<file path="config.mk">
export PLATFORM = sky130hd
export DESIGN_NAME = constraint_sample_driver
export DESIGN_NICKNAME = d
export VERILOG_FILES = /design/src/rtl/constraint_sample_driver.sv
export SDC_FILE = /design/constraint.sdc
export NUM_CORES = 1
export LEC_CHECK = 0
export BUFFER_PORTS_ARGS = -buffer_cell sky130_fd_sc_hd__buf_2
export CORE_AREA = 5 5 182 184
export CTS_CLUSTER_DIAMETER = 200
export DETAILED_ROUTE_END_ITERATION = 8
export DIE_AREA = 0 0 187 189
export SLEW_MARGIN = 20
export SYNTH_ARGS = -nofsm -noshare
export SYNTH_HDL_FRONTEND = slang
export SYNTH_SLANG_ARGS = --single-unit
</file>
<file path="constraint.sdc">
create_clock -name clk -period 9.53 [get_ports clk]
set_input_delay 0 -clock clk [delete_from_list [all_inputs] [get_ports clk]]
set_output_delay 0 -clock clk [all_outputs]
set_load 0.005 [all_outputs]
</file>
<file path="src/rtl/constraint_sample_driver.sv">
// Pseudo-random candidate generator for the constraint checkers: fills cand from a Galois LFSR,
// waits for the checker verdict and streams accepted candidates out over a valid/ready port.
module constraint_sample_driver #(
  parameter int unsigned VEC_W     = 64,
  parameter logic [31:0] SEED      = 32'hACE1_2024,
  parameter int unsigned MAX_TRIES = 1024,
  parameter int unsigned CHK_LAT   = 0
) (
  input  logic             clk,
  input  logic             rst,
  input  logic             start,
  input  logic [15:0]      req_count,
  input  logic             seed_load,
  input  logic [31:0]      seed_in,
  output logic [VEC_W-1:0] cand,
  input  logic             chk_ok,
  output logic             smp_valid,
  input  logic             smp_ready,
  output logic [VEC_W-1:0] smp_data,
  output logic             busy,
  output logic             done,
  output logic             fail,
  output logic [15:0]      tries
);

  localparam int unsigned NW   = (VEC_W + 32'd31) / 32'd32;
  localparam int unsigned WC_W = (NW > 32'd1) ? $clog2(NW) : 32'd1;
  localparam int unsigned LC_W = (CHK_LAT > 32'd0) ? $clog2(CHK_LAT + 32'd1) : 32'd1;

  localparam logic [31:0]     TAPS      = 32'h8020_0003;
  localparam logic [WC_W-1:0] WORD_LAST = WC_W'(NW - 32'd1);
  localparam logic [LC_W-1:0] LAT_LAST  = LC_W'(CHK_LAT);
  localparam logic [15:0]     TRY_LAST  = 16'(MAX_TRIES - 32'd1);

  typedef enum logic [1:0] {
    IDLE  = 2'd0,
    FILL  = 2'd1,
    CHECK = 2'd2,
    EMIT  = 2'd3
  } state_t;

  function automatic logic [31:0] lfsr_step(input logic [31:0] s);
    return s[0] ? ({1'b0, s[31:1]} ^ TAPS) : {1'b0, s[31:1]};
  endfunction

  state_t            state_r;
  logic [31:0]       lfsr_r;
  logic [VEC_W-1:0]  cand_r;
  logic [VEC_W-1:0]  smp_data_r;
  logic              smp_valid_r;
  logic              busy_r;
  logic              done_r;
  logic              fail_r;
  logic [15:0]       tries_r;
  logic [15:0]       remaining_r;
  logic [WC_W-1:0]   word_cnt_r;
  logic [LC_W-1:0]   lat_cnt_r;

  logic [31:0]       lfsr_next_s;
  logic [VEC_W+31:0] shift_s;
  logic [VEC_W-1:0]  cand_next_s;
  logic [31:0]       seed_pick_s;

  // New word enters at the bottom, so the first word of a fill ends up in the top bits.
  assign lfsr_next_s = lfsr_step(lfsr_r);
  assign shift_s     = {cand_r, lfsr_next_s};
  assign cand_next_s = shift_s[VEC_W-1:0];
  assign seed_pick_s = (seed_in == 32'd0) ? SEED : seed_in;

  // Request sequencer: seed load / start in IDLE, fill, checker wait, sample emit.
  always_ff @(posedge clk or posedge rst) begin
    if (rst) begin
      state_r     <= IDLE;
      lfsr_r      <= SEED;
      cand_r      <= '0;
      smp_data_r  <= '0;
      smp_valid_r <= 1'b0;
      busy_r      <= 1'b0;
      done_r      <= 1'b0;
      fail_r      <= 1'b0;
      tries_r     <= 16'd0;
      remaining_r <= 16'd0;
      word_cnt_r  <= '0;
      lat_cnt_r   <= '0;
    end else begin
      done_r <= 1'b0;
      fail_r <= 1'b0;
      case (state_r)
        IDLE: begin
          if (seed_load) begin
            lfsr_r <= seed_pick_s;
          end else if (start && (req_count != 16'd0)) begin
            remaining_r <= req_count;
            tries_r     <= 16'd0;
            word_cnt_r  <= '0;
            busy_r      <= 1'b1;
            state_r     <= FILL;
          end
        end
        FILL: begin
          lfsr_r <= lfsr_next_s;
          cand_r <= cand_next_s;
          if (word_cnt_r == WORD_LAST) begin
            word_cnt_r <= '0;
            lat_cnt_r  <= '0;
            state_r    <= CHECK;
          end else begin
            word_cnt_r <= word_cnt_r + WC_W'(1);
          end
        end
        CHECK: begin
          // chk_ok is only trusted once the checker pipe has seen the final cand.
          if (lat_cnt_r == LAT_LAST) begin
            lat_cnt_r <= '0;
            if (chk_ok) begin
              smp_data_r  <= cand_r;
              smp_valid_r <= 1'b1;
              state_r     <= EMIT;
            end else if (tries_r == TRY_LAST) begin
              fail_r      <= 1'b1;
              remaining_r <= 16'd0;
              tries_r     <= 16'd0;
              busy_r      <= 1'b0;
              state_r     <= IDLE;
            end else begin
              tries_r <= tries_r + 16'd1;
              state_r <= FILL;
            end
          end else begin
            lat_cnt_r <= lat_cnt_r + LC_W'(1);
          end
        end
        EMIT: begin
          if (smp_ready) begin
            smp_valid_r <= 1'b0;
            tries_r     <= 16'd0;
            remaining_r <= remaining_r - 16'd1;
            if (remaining_r == 16'd1) begin
              done_r  <= 1'b1;
              busy_r  <= 1'b0;
              state_r <= IDLE;
            end else begin
              state_r <= FILL;
            end
          end
        end
        default: begin
          smp_valid_r <= 1'b0;
          busy_r      <= 1'b0;
          state_r     <= IDLE;
        end
      endcase
    end
  end

  assign cand      = cand_r;
  assign smp_data  = smp_data_r;
  assign smp_valid = smp_valid_r;
  assign busy      = busy_r;
  assign done      = done_r;
  assign fail      = fail_r;
  assign tries     = tries_r;

endmodule

</file>
==> impl_metrics.py <==
metrics = {
    "route": {
        "dr_total_vias": 7129,
        "wirelength_mm": 24.12,
        "wl_per_cell_um": 16.43,
        "dr.pass1.iters": 5,
        "drt_iter0_drc": 455,
        "ant_nets": 0,
        "drc": 0,
        "vias_per_cell": 4.856,
    },
    "setup_path": {
        "crit_end": "remaining_r[6]",
        "cp-start-kind": "register",
        "crit_path_end_kind": "register",
        "reg2reg_setup_slack_ps": 6100,
        "required_ps": 9870,
        "path_class": "register to register",
        "reg2reg_depth": 5,
        "worst_ep_arrival_time_ps": 3760,
        "timing.critical_path.from": "state_r[0]",
        "worstReg2RegEnd": "remaining_r[6]",
        "worstPathMaxFanout": 26,
        "r2r-start": "state_r[0]",
    },
    "logic_synthesis": {
        "synth_cell_types": 57,
        "async_flop_share_pct": 100.0,
        "yosys_warnings": 0,
        "synth.avg_cell_area_um2": 10.37,
        "yosysSeqAreaShare_pct": 58.23,
        "netlist_instances": 827,
        "ys_seq_elements": 199,
        "synth_area_um2": 8576,
        "ys.flop_type": "dfrtp_1",
        "synth_edf_count": 0,
        "synth_fp_nets": 884,
    },
    "die": {
        "die-area_um2": 35340,
        "core_area_um2": 31230,
        "die_y_um": 189,
        "std_cell_rows": 65,
        "initial_core_util_pct": 27.46,
        "dieWidth_um": 187,
        "io_pins": 202,
    },
    "placed_design": {
        "place_inst": 1386,
        "dp_hpwl_mm": 16.03,
        "io_buffers": 201,
        "place_congestion": 0.8200,
    },
    "power": {
        "power.switching_mw": 1.460,
        "finalPower_mw": 3.711,
        "seq_power_share_pct": 42.2,
        "vdd_drop_max_mv": 0.1432,
        "internal_power_mw": 2.251,
        "p_comb_share_pct": 38.3,
        "netSwitchingFraction_pct": 39.34,
        "powerDensity_nw_per_um2": 336.0,
        "leakage_nw": 5.248,
        "p_clk_share_pct": 19.5,
    },
    "layout": {
        "drive_gt1_share_pct": 30.96,
        "final_util_pct": 35.37,
        "antennaDiodeCount": 0,
        "fillCellCount": 3162,
        "fin_nets": 1110,
        "layout.cells.non_filler": 1468,
        "syn2layout_area_growth_pct": 28.80,
    },
    "sta": {
        "hold_viol": 0,
        "fin_crit_sh_pct": 35.98,
        "rsz0062_at_grt": "false",
        "setup_violations": 0,
        "period_minus_slack_ps": 3429,
        "maxSlewHeadroom_pct": 25.37,
        "tns_ps": 0,
        "finalClockSkew_ps": 17.59,
        "tightest_slew_ps": 1112,
        "fmax_ghz": 0.2916,
        "slew_violations": 0,
    },
    "global_routing": {
        "grt_antenna_before_repair": 0,
        "grt_pass1_wl_mm": 39.61,
        "grt_pass1_vias": 7215,
        "grt_max_degree": 140,
        "track_usage_pct": 13.68,
        "overflow": 0,
    },
    "cts": {
        "cts-root-buf": "clkbuf_16",
        "clock_sinks": 199,
        "htree_levels": 4,
        "cts_tree": "built",
        "cts_buffers": 17,
        "cts_resized": 0,
        "cts.reportedPaths.clkPinSlew_ps": 80,
        "clock_path_buffers": 2,
        "insertion_delay_ps": 450,
    },
    "outcome": {
        "outcome": "complete, no violations",
    },
    "worst_hold_path": {
        "hold_path_class": "input pin to register",
    },
    "job": {
        "drv_cap": 0,
    },
}
registers in the layout, indices dropped and copies added, names as in the netlist:
register     flops
cand            64
smp_data        64
lfsr_r          32
remaining_r     16
tries           16
state_r          2
busy             1
done             1
fail             1
smp_valid        1
word_cnt_r       1
stage by stage:
stage / area [um^2] / hold WS (ps) / worst slack (ps)
6_report: 11050 / 39.21 / 6101
5_1_grt: 11050 / 86.38 / 5805
4_1_cts: 11040 / 4.139 / 6081
3_5_place_dp: 9958 / 278.8 / 6081
3_3_place_gp: 9958 / 284.7 / 6217
2_1_floorplan: 8576 / 73.47 / 4123
timing repair:
| item | in CTS | in global routing |
|---|---|---|
| endpoints found under the setup margin | 0 | 0 |
| hold endpoints to repair | 179 | 0 |
| setup buffers | 0 | 0 |
| hold buffers | 50 | 0 |
cell type report:
cell class,count,area (um^2),area share [%]
timing repair buffer,257,1551,14.05
sequential,199,4994,45.21
clock buffer,19,452.9,4.101
tap,402,503.0,4.554
multi-input combinational,568,3366,30.47
inverter,10,50.05,0.4531
clock inverter,13,128.9,1.167
critical path, cell delays in order, from the launching register on:
cell and delay (ps):
dfrtp_1 630, clkinv_1 870, nand2_1 720, or2_1 220, nand2b_1 380, a221o_1 490
synthesized netlist by cell type, types with 2 or more instances:
master     instances  area, um^2
nor4_1            19       118.9
a31oi_1            4       25.02
o221ai_1           9       78.83
inv_1              9       33.78
o22ai_1           40       250.2
nor3_1            11       55.05
xnor2_1            3       26.28
o21a_1             5       37.54
o21ai_1            6       30.03
nand3b_1           3       22.52
nor2_1            34       127.6
nor3b_1            2       15.01
nand2_1          216       810.8
buf_1              4       15.01
o31ai_1           12       90.09
dfrtp_1          188        4705
nand4_1            7       43.79
clkbuf_1          41       153.9
o21ai_0           32       160.2
buf_2              3       15.01
and2_1             4       25.02
ha_1               3       37.54
mux2i_1            3       30.03
a32oi_1            3       26.28
a21o_1             4       30.03
a2bb2oi_1          2       17.52
mux2_2            66       743.2
dfstp_2           11       289.0
nand3_1           14       70.07
a21oi_1           32       160.2
a22oi_1            5       37.54
buf_6              2       22.52
nor2b_1            2       12.51
a22o_1             5       43.79
worst min-delay path by stage:
| stage | end | cells past startpoint | startpoint |
|---|---|---|---|
| final | lfsr_r[0] | 4 | seed_in[0] |
| after global routing | lfsr_r[0] | 4 | seed_in[0] |
| after CTS | lfsr_r[0] | 4 | seed_in[0] |
| after detailed placement | fail | 2 | chk_ok |
| after global placement | lfsr_r[16] | 3 | seed_in[16] |
| after floorplan | fail | 1 | chk_ok |
routing by layer:
layer / vias up / global-route usage, % / share of wire [%]
met2: 239 / 22.44 / 47
met4: 0 / 3.669 / 1.2
met3: 21 / 3.097 / 5.9
li1: 3368 / - / -
met5: - / 0 / 0
met1: 3501 / 18.39 / 46
cells in the final DEF (no fill, tap or decap), types with 3 or more instances in the layout:
cell type and n:
a32oi_1 3, xnor2_1 3, inv_8 4, a31oi_1 4, clkinv_4 3, nand4_1 7
buf_2 201, clkbuf_16 17, a22oi_1 5, nand3b_1 3, nor2_1 33, buf_4 6
and2_1 4, nand2_1 215, dfstp_2 11, nand3_1 13, a21oi_1 32, a21o_1 4
mux2_2 66, nor4_1 19, o221ai_1 9, o22ai_1 40, inv_1 8, inv_6 3
nor3_1 11, dfrtp_1 188, a22o_1 5, o31ai_1 12, o21a_1 5, mux2i_1 3
dlygate4sd3_1 50, o21ai_0 32, o21ai_1 6, ha_1 3
power groups by stage:
stage                     Clock, mW  Sequential [mW]  Combinational [mW]
after floorplan                   0             1.52               0.916
after global placement            0             1.57                1.39
after detailed placement          0             1.59                1.42
after CTS                     0.756             1.57                1.44
after global routing          0.782             1.63                1.61
final                         0.724             1.57                1.42
cells by family after synthesis:
| kind of cell | after synthesis | synth area share [%] |
|---|---|---|
| DFF | 199 | 58.23 |
| muxes | 69 | 9.017 |
| adders and majority gates | 3 | 0.4377 |
| AOI/OAI and AO/OA | 170 | 12.78 |
| xor gates and xnor gates | 4 | 0.4086 |
| and+or+nand+nor | 322 | 16.28 |
| buffers and inverters | 60 | 2.845 |
(Power assumes the default switching activity.)
